`src/rtl/aucohl_fifo_serializer.sv`:
```
// ---------------------------------------------------------------------------
// aucohl_fifo_serializer
//
// Read side of aucohl_fifo. Pops words from a first-word-fall-through FIFO
// and shifts each one out on a single line, framed UART-style: one start bit
// (low), DW data bits LSB-first, then STOP_BITS stop bits (high). Each bit
// lasts clk_div+1 enabled clk cycles.
//
// Ports
//   clk         in   clock
//   rst_n       in   asynchronous active-low reset
//   en          in   global enable; low freezes every piece of state
//   clk_div     in   [PW-1:0] bit period minus one, in clk cycles
//   fifo_empty  in   FIFO empty flag
//   fifo_rdata  in   [DW-1:0] FIFO head word, valid while fifo_empty is low
//   fifo_rd     out  FIFO pop strobe, one cycle per word (combinational)
//   tx          out  serial output, idle high (registered)
//   busy        out  frame in progress (registered)
//   done        out  one-cycle pulse after the last stop bit (registered)
// ---------------------------------------------------------------------------
module aucohl_fifo_serializer #(
    parameter int DW        = 8,
    parameter int PW        = 16,
    parameter int STOP_BITS = 1
) (
    input  logic          clk,
    input  logic          rst_n,
    input  logic          en,
    input  logic [PW-1:0] clk_div,
    input  logic          fifo_empty,
    input  logic [DW-1:0] fifo_rdata,
    output logic          fifo_rd,
    output logic          tx,
    output logic          busy,
    output logic          done
);

    localparam int BW = $clog2(DW + 1);

    localparam logic [1:0] S_IDLE  = 2'd0;
    localparam logic [1:0] S_START = 2'd1;
    localparam logic [1:0] S_DATA  = 2'd2;
    localparam logic [1:0] S_STOP  = 2'd3;

    localparam logic [BW-1:0] LAST_DATA = BW'(DW - 1);
    localparam logic [BW-1:0] LAST_STOP = BW'(STOP_BITS - 1);

    logic [1:0]    state_q,   state_d;
    logic          tx_q,      tx_d;
    logic          busy_q,    busy_d;
    logic          done_q,    done_d;
    logic [DW-1:0] shift_q,   shift_d;
    logic [BW-1:0] bit_cnt_q, bit_cnt_d;
    logic [PW-1:0] pre_cnt_q, pre_cnt_d;

    logic bit_end;
    logic frame_end;
    logic pop;

    // A bit ends on the enabled cycle where the prescaler has run down to 0.
    // frame_end marks the final cycle of the final stop bit, which is the
    // only moment besides IDLE where the next word may be popped, so
    // back-to-back frames have no idle gap.
    always_comb begin
        bit_end   = en && (pre_cnt_q == '0);
        frame_end = (state_q == S_STOP) && bit_end && (bit_cnt_q == LAST_STOP);
        pop       = rst_n && en && !fifo_empty &&
                    ((state_q == S_IDLE) || frame_end);
    end

    assign fifo_rd = pop;

    // Next-state logic. tx is registered, so tx_d always carries the level
    // of the bit that starts in the next cycle. clk_div is only sampled when
    // a new bit starts, so changing it mid-bit does not disturb the current
    // bit. With en low nothing is updated at all, so a frame resumes exactly
    // where it stopped.
    always_comb begin
        state_d   = state_q;
        tx_d      = tx_q;
        busy_d    = busy_q;
        done_d    = 1'b0;
        shift_d   = shift_q;
        bit_cnt_d = bit_cnt_q;
        pre_cnt_d = pre_cnt_q;

        if (en) begin
            if ((state_q != S_IDLE) && (pre_cnt_q != '0)) begin
                pre_cnt_d = pre_cnt_q - PW'(1);
            end

            case (state_q)
                S_START: begin
                    if (bit_end) begin
                        state_d   = S_DATA;
                        tx_d      = shift_q[0];
                        bit_cnt_d = '0;
                        pre_cnt_d = clk_div;
                    end
                end
                S_DATA: begin
                    if (bit_end) begin
                        shift_d   = shift_q >> 1;
                        pre_cnt_d = clk_div;
                        if (bit_cnt_q == LAST_DATA) begin
                            state_d   = S_STOP;
                            tx_d      = 1'b1;
                            bit_cnt_d = '0;
                        end else begin
                            tx_d      = shift_q[1];
                            bit_cnt_d = bit_cnt_q + BW'(1);
                        end
                    end
                end
                S_STOP: begin
                    if (bit_end) begin
                        pre_cnt_d = clk_div;
                        if (bit_cnt_q == LAST_STOP) begin
                            state_d   = S_IDLE;
                            busy_d    = 1'b0;
                            done_d    = 1'b1;
                            bit_cnt_d = '0;
                            pre_cnt_d = '0;
                        end else begin
                            bit_cnt_d = bit_cnt_q + BW'(1);
                        end
                    end
                end
                default: begin
                end
            endcase

            // A pop overrides the IDLE transition above, chaining straight
            // into the next start bit while busy stays high.
            if (pop) begin
                state_d   = S_START;
                tx_d      = 1'b0;
                busy_d    = 1'b1;
                shift_d   = fifo_rdata;
                bit_cnt_d = '0;
                pre_cnt_d = clk_div;
            end
        end
    end

    // Reset drops the line to idle immediately; a word popped before reset
    // is simply lost and no done pulse is produced for it.
    always_ff @(posedge clk or negedge rst_n) begin
        if (!rst_n) begin
            state_q   <= S_IDLE;
            tx_q      <= 1'b1;
            busy_q    <= 1'b0;
            done_q    <= 1'b0;
            shift_q   <= '0;
            bit_cnt_q <= '0;
            pre_cnt_q <= '0;
        end else begin
            state_q   <= state_d;
            tx_q      <= tx_d;
            busy_q    <= busy_d;
            done_q    <= done_d;
            shift_q   <= shift_d;
            bit_cnt_q <= bit_cnt_d;
            pre_cnt_q <= pre_cnt_d;
        end
    end

    assign tx   = tx_q;
    assign busy = busy_q;
    assign done = done_q;

endmodule

```
`config.mk`:
```
export PLATFORM = sky130hd
export DESIGN_NAME = aucohl_fifo_serializer
export DESIGN_NICKNAME = d
export VERILOG_FILES = /design/src/rtl/aucohl_fifo_serializer.sv
export SDC_FILE = /design/constraint.sdc
export NUM_CORES = 1
export LEC_CHECK = 0
export BUFFER_PORTS_ARGS = -buffer_cell sky130_fd_sc_hd__clkbuf_2
export CORE_ASPECT_RATIO = 0.7
export CORE_MARGIN = 1.5
export CORE_UTILIZATION = 50
export DETAILED_ROUTE_END_ITERATION = 6
export PLACE_DENSITY_LB_ADDON = 0.25
export SLEW_MARGIN = 20
export SYNTH_ARGS = -nofsm -noshare
export SYNTH_HDL_FRONTEND = slang
export SYNTH_SLANG_ARGS = --single-unit
```
`constraint.sdc`:
```
create_clock -name clk -period 2.55 [get_ports clk]
set_input_delay 0.3825 -clock clk [delete_from_list [all_inputs] [get_ports clk]]
set_output_delay 0.3825 -clock clk [all_outputs]
set_load 0.02 [all_outputs]
```
==> results of run 1 <==
[state kept, by name, indices dropped and copies added (netlist names)]
name,flops
shift_q,8
pre_cnt_q,16
state_q,2
tx,1
done,1
bit_cnt_q,4
busy,1
[power groups by stage]
stage	logic (mW)	registers [mW]	clock network, mW
2_1_floorplan	0.672	0.789	0
3_3_place_gp	0.976	0.827	0
3_5_place_dp	0.990	0.831	0
4_1_cts	1.06	0.829	0.419
5_1_grt	1.26	0.857	0.446
6_report	1.16	0.840	0.411
[stage by stage]
step | utilization | total power, mW | hold slack (ps) | instance area (sq um)
finish | 0.649 | 2.41 | 222 | 2840
floorplan | - | 1.46 | 86.9 | 2310
global placement | 0.603 | 1.80 | 520 | 2640
global route | 0.649 | 2.56 | 230 | 2840
detailed placement | 0.603 | 1.82 | 525 | 2640
CTS | 0.634 | 2.31 | 215 | 2780
[routing by layer]
metal	part of all wire	wire length (um)	vias to the layer above	track usage
li1	-	-	1108	-
met3	0.073	466	6	0.0525
met5	0	0	-	0
met2	0.41	2620	92	0.377
met1	0.51	3240	1067	0.410
met4	0.0049	31	0	0.0585
[cell usage in the layout (no fill, tap or decap), drive strengths merged, types with 2 or more instances in the layout]
cell type	netlist	final
buf	8	32
o41ai	2	2
or3	3	3
a31o	2	2
nand3b	6	6
nand2	32	32
nand4	5	5
and3	5	5
inv	13	13
o21ai	17	17
o31ai	2	2
a211o	2	2
nor2	21	21
o211ai	5	5
dfrtp	32	32
a41oi	2	2
or4	2	2
nor3b	4	4
mux2i	7	7
ha	10	10
or4b	2	2
nor4b	4	4
nor2b	2	2
a21oi	13	13
o221ai	2	2
nor4	7	7
a221o	9	9
clkbuf	4	38
nor3	12	12
nand3	12	12
o31a	2	2
[repair_timing]
action	4_1_cts	5_1_grt
pin swaps	2	4
hold buffers	0	0
setup buffers	3	6
resized for setup	5	7
setup endpoints to repair	4	14
[cell families (layout without fill, tap and decap cells)]
| family | count (synthesis) | count (layout) | synth area share |
|---|---|---|---|
| AND/OR/NAND/NOR | 118 | 118 | 0.278 |
| AO/OA/AOI/OAI | 68 | 68 | 0.224 |
| flip-flops | 33 | 33 | 0.358 |
| buffers and inverters | 26 | 84 | 0.0509 |
| adder cells (fa/ha/maj) | 10 | 10 | 0.0541 |
| multiplexers | 8 | 8 | 0.0352 |
[area by class of cell]
| type | count | area (sq um) |
|---|---|---|
| Tap cell | 55 | 68.8 |
| Multi-Input combinational cell | 204 | 1410 |
| Sequential cell | 33 | 827 |
| Fill cell | 386 | 1540 |
| Clock buffer | 8 | 90.1 |
| Timing Repair Buffer | 62 | 394 |
| Inverter | 14 | 57.6 |
[worst max-delay path by stage]
stage                 start    endpoint  slack, ps  cells past startpoint
4_1_cts        pre_cnt_q[1]  state_q[1]         10                      8
2_1_floorplan  pre_cnt_q[0]     fifo_rd         20                      7
3_3_place_gp   pre_cnt_q[1]  state_q[1]        -10                      8
3_5_place_dp   pre_cnt_q[1]  state_q[1]       -140                      8
6_report       pre_cnt_q[1]     fifo_rd         40                      7
5_1_grt        pre_cnt_q[1]     fifo_rd        -20                      7
==> flow_summary_export.csv, run 1 <==
group,metric,value,unit
floorplan,start_util,0.528,
timing,slew_violations,0,
route,drtIter0Drc,171,
power,power.share.clock,0.170,
floorplan,core_area,4380,sq um
critical_path,cp_slowest_cell,"or4b_4",
timing,finalHoldViolCount,0,
yosys,ys_ff_latch,33,
route,drtAntennaViolNets,0,
hold_path,min_path_type,"input port to asynchronous set/reset pin",
timing,grt_setup_unrepaired,"yes",
critical_path,cp-start-kind,"flop",
timing,finalSetupViolCount,0,
critical_path,critPathArrivalTime,2130,ps
critical_path,path_cells,"inv_2 > ha_4 > or4b_4 > nor4_4 > a41oi_4 > clkinv_4 > buf_6",
floorplan,die_height,59.9,um
final_layout,drive_gt1_frac,0.271,
route,wirelength,6360,um
yosys,synth_edf_count,0,
yosys,synth.largest_area_cell,"dfrtp_1",
critical_path,path_class,"flop to primary output",
critical_path,cpPeakStageDelay,490,ps
yosys,syn_inst,263,
route,drcViolationCount,0,
power,comb_power_share,0.481,
clocking,numCtsBuffers,5,
power,p_per_area,847,nW/um^2
clocking,clock_latency,280,ps
clocking,root_buffer,"clkbuf_8",
power,leakage,1.31,nW
power,sw_frac_of_total,0.406,
clocking,clkTransAtPathRegs,70,ps
floorplan,fp-row-count,20,
grt,grt_pass1_vias,2083,
yosys,syn_area_per_cell,8.79,sq um
route,vias_per_cell,6.05,
placed_design,dp.cells,359,
critical_path,cpLargestDelayFamily,"simple AND/OR/NAND/NOR gates",
final_layout,fin_nets,358,
grt,grt_max_degree,34,
route,dr.pass1.iters,6,
critical_path,r2r_start,"pre_cnt_q[1]",
status,status,"completed",
final_layout,final_cells,376,
clocking,cts_tree,"built",
placed_design,gp_congestion,0.911,
yosys,synth_cell_types,56,
critical_path,rr_worst_depth,9,
yosys,syn_nets,301,
timing,clock_skew,4.29,ps
timing,period_minus_slack,2510,ps
final_layout,area_delta_synth_final,23.0,%
clocking,cts_buffer_depth,2,
run,max_cap_viol_count,0,
placed_design,portBuffers,31,
clocking,cts_num_sinks,33,
grt,antenna_found_initial,0,
timing,tns,0,ps
grt,grt-ovfl-total,0,
timing,period_share,0.984,
timing,slew_headroom,0.710,
route,routedWlPerCell,16.9,um
floorplan,fp.dieArea,5050,sq um
critical_path,crit_buf_inv,3,
placed_design,dp_hpwl,4630,um
critical_path,r2r_slack,60,ps
grt,grt_pass1_wl,10400,um
yosys,syn_area,2310,sq um
timing,setup_slack,42.0,ps
power,p_int,1.43,mW
critical_path,r2r-end,"state_q[1]",
timing,max_freq,0.399,GHz
clocking,htreeDepth,2,
yosys,synthTopCellsByCount,"dfrtp_1 (32), nand2_1 (32), nor2_1 (21)",
yosys,yosys-top-cells-area,"dfrtp_1 (35%), ha_1 (5.4%), nand2_1 (5.2%), a221o_1 (3.9%), nor2_1 (3.4%)",
floorplan,num_io_pins,32,
yosys,synthFlopType,"dfrtp_1",
yosys,ys_seq_area_frac,0.358,
route,vias,2273,
grt,grtUsageTotal,0.264,
yosys,yosys_warnings,0,
power,vdd_drop_max,604,uV
critical_path,critical_path.max_fanout,3,
placed_design,pre_cts_ws,-137,ps
floorplan,fp.dieW,84.3,um
power,p_switching,0.978,mW
critical_path,cp.required,2170,ps
timing,tightest_slew,434,ps
power,pwr-share-seq,0.349,
yosys,synthArstFlopShare,1.00,
yosys,netlist.area_leader.share,0.346,
final_layout,diodes,0,
critical_path,endpoint_kind,"primary output",
Power figures use the tool's default switching activity.
==> run 2: changes to the inputs <==
CORE_MARGIN = 2   (was 1.5)
==> run 2 against run 1 <==
Net effect: register-to-register slack got worse by 80 ps; largest cell class unchanged; worst hold slack got worse by 9.4 ps; the run now ends with setup timing left; highest routed layer unchanged; global-route usage decreased by 1.3 points; via count is 0.22% lower.
==> flow_summary_export.csv, run 2 (synthesis gave the netlist of run 1 again) <==
group,metric,value,unit
floorplan,fp-row-count,20,
placed_design,gp_congestion,0.942,
final_layout,top_regs,"pre_cnt_q (16), shift_q (8), bit_cnt_q (4)",
timing,grt_setup_unrepaired,"yes",
clocking,numCtsBuffers,5,
power,vdd_drop_max,605,uV
final_layout,diodes,0,
floorplan,die_height,60.9,um
timing,tightest_slew,429,ps
route,drcViolationCount,0,
clocking,cts_buffer_depth,2,
grt,antenna_found_initial,0,
final_layout,final_common_cell,"dfrtp_1",
final_layout,final_cells,375,
timing,setup_slack,-34.5,ps
final_layout,largest_register,"pre_cnt_q",
final_layout,area_delta_synth_final,23.9,%
critical_path,r2r_start,"pre_cnt_q[1]",
route,vias,2268,
placed_design,dp.cells,360,
critical_path,r2r-end,"pre_cnt_q[11]",
critical_path,endpoint_kind,"primary output",
hold_path,min_path_type,"input port to asynchronous set/reset pin",
timing,slew_headroom,0.713,
clocking,clock_latency,280,ps
clocking,cts_tree,"built",
timing,slew_violations,0,
critical_path,r2r_slack,-20,ps
clocking,root_buffer,"clkbuf_8",
grt,grt-ovfl-total,0,
route,drtIter0Drc,221,
power,p_per_area,832,nW/um^2
route,vias_per_cell,6.05,
placed_design,dp_hpwl,4510,um
critical_path,rr_worst_depth,10,
timing,period_share,1.01,
clocking,htreeDepth,2,
floorplan,core_area,4400,sq um
grt,grt_pass1_vias,2081,
route,wirelength,6240,um
critical_path,cp-start-kind,"flop",
run,max_cap_viol_count,0,
floorplan,fp.dieW,85.3,um
critical_path,cp.required,2170,ps
route,drtAntennaViolNets,0,
grt,grt_max_degree,34,
timing,finalHoldViolCount,0,
clocking,cts_num_sinks,33,
power,leakage,1.31,nW
status,violations,"setup timing",
timing,finalSetupViolCount,2,
grt,grt_pass1_wl,10100,um
timing,period_minus_slack,2580,ps
final_layout,largest_register_ffs,16,
final_layout,drive_gt1_frac,0.278,
critical_path,critical_path.max_fanout,5,
placed_design,pre_cts_ws,-72.5,ps
final_layout,n_fill_cell,384,
clocking,clkTransAtPathRegs,70,ps
floorplan,num_io_pins,32,
grt,grtUsageTotal,0.251,
critical_path,critPathArrivalTime,2200,ps
route,dr.pass1.iters,5,
floorplan,start_util,0.525,
timing,clock_skew,5.93,ps
route,routedWlPerCell,16.6,um
placed_design,portBuffers,31,
timing,max_freq,0.387,GHz
status,status,"finished with violations",
floorplan,fp.dieArea,5190,sq um
critical_path,path_class,"flop to primary output",
final_layout,fin_nets,358,
final_layout,most-common-layout-cells,"dfrtp_1 (32), nand2_1 (31), clkbuf_2 (30), buf_4 (29), nor2_1 (21)",
-- run 2: cell types whose count changed in the layout (fill, tap and decap cells not counted) --
cell	previous run	this run
o21ba_4	1	2
nor3_1	12	11
buf_4	31	29
clkbuf_1	2	1
nor3_2	0	1
nor4b_1	4	3
nor4b_2	0	1
buf_6	1	2
-- run 2: worst max-delay path by stage --
stage / startpoint / end / slack, ps / cells after the start
finish: pre_cnt_q[1] / fifo_rd / -30 / 7
global route: pre_cnt_q[1] / fifo_rd / -130 / 7
CTS: pre_cnt_q[1] / fifo_rd / -50 / 7
detailed placement: pre_cnt_q[1] / state_q[1] / -70 / 8
global placement: pre_cnt_q[1] / state_q[1] / 9 / 8
floorplan: pre_cnt_q[0] / fifo_rd / 20 / 7
-- run 2: per-stage QoR --
| stage | cell area, sq um | total power [mW] | util | hold slack, ps | TNS [ps] |
|---|---|---|---|---|---|
| finish | 2860 | 2.38 | 0.650 | 212 | -57.5 |
| detailed placement | 2650 | 1.84 | 0.601 | 507 | -82.1 |
| CTS | 2760 | 2.30 | 0.626 | 218 | -48.2 |
| global route | 2860 | 2.55 | 0.650 | 240 | -1300 |
| global placement | 2650 | 1.83 | 0.601 | 497 | 0 |
| floorplan | 2310 | 1.46 | - | 86.9 | 0 |
-- run 2: where the power goes --
group / total (mW) / internal (mW) / switching, mW
Clock: 0.390 / 0.214 / 0.176
Combinational: 1.17 / 0.545 / 0.626
Sequential: 0.823 / 0.660 / 0.163
-- run 2: layer usage --
metal  up-vias  wire length (um)  track usage
li1       1112                 -            -
met1      1063              3180        0.370
met2        89              2500        0.352
met3         4               517       0.0735
met4         0                51       0.0884
met5         -                 0            0
-- run 2: critical path: stages (launching register included) --
cell	delay (ps)
dfrtp_1	380
inv_2	90
ha_4	160
or4b_4	520
nor4_4	350
a41oi_4	220
clkinv_4	90
buf_6	110
-- run 2: timing repair --
| item | 4_1_cts | 5_1_grt |
|---|---|---|
| hold buffers | 0 | 0 |
| gates cloned | 0 | 1 |
| endpoints found under the setup margin | 3 | 29 |
| gates resized for setup | 3 | 13 |
| pin swaps | 1 | 4 |
| setup buffers | 1 | 6 |
-- run 2: layout make-up --
type / instances / area, sq um / area share
Sequential cell: 33 / 827 / 0.289
Timing Repair Buffer: 61 / 390 / 0.136
Clock buffer: 7 / 86.3 / 0.0301
Tap cell: 55 / 68.8 / 0.0240
Multi-Input combinational cell: 205 / 1430 / 0.501
Inverter: 14 / 57.6 / 0.0201
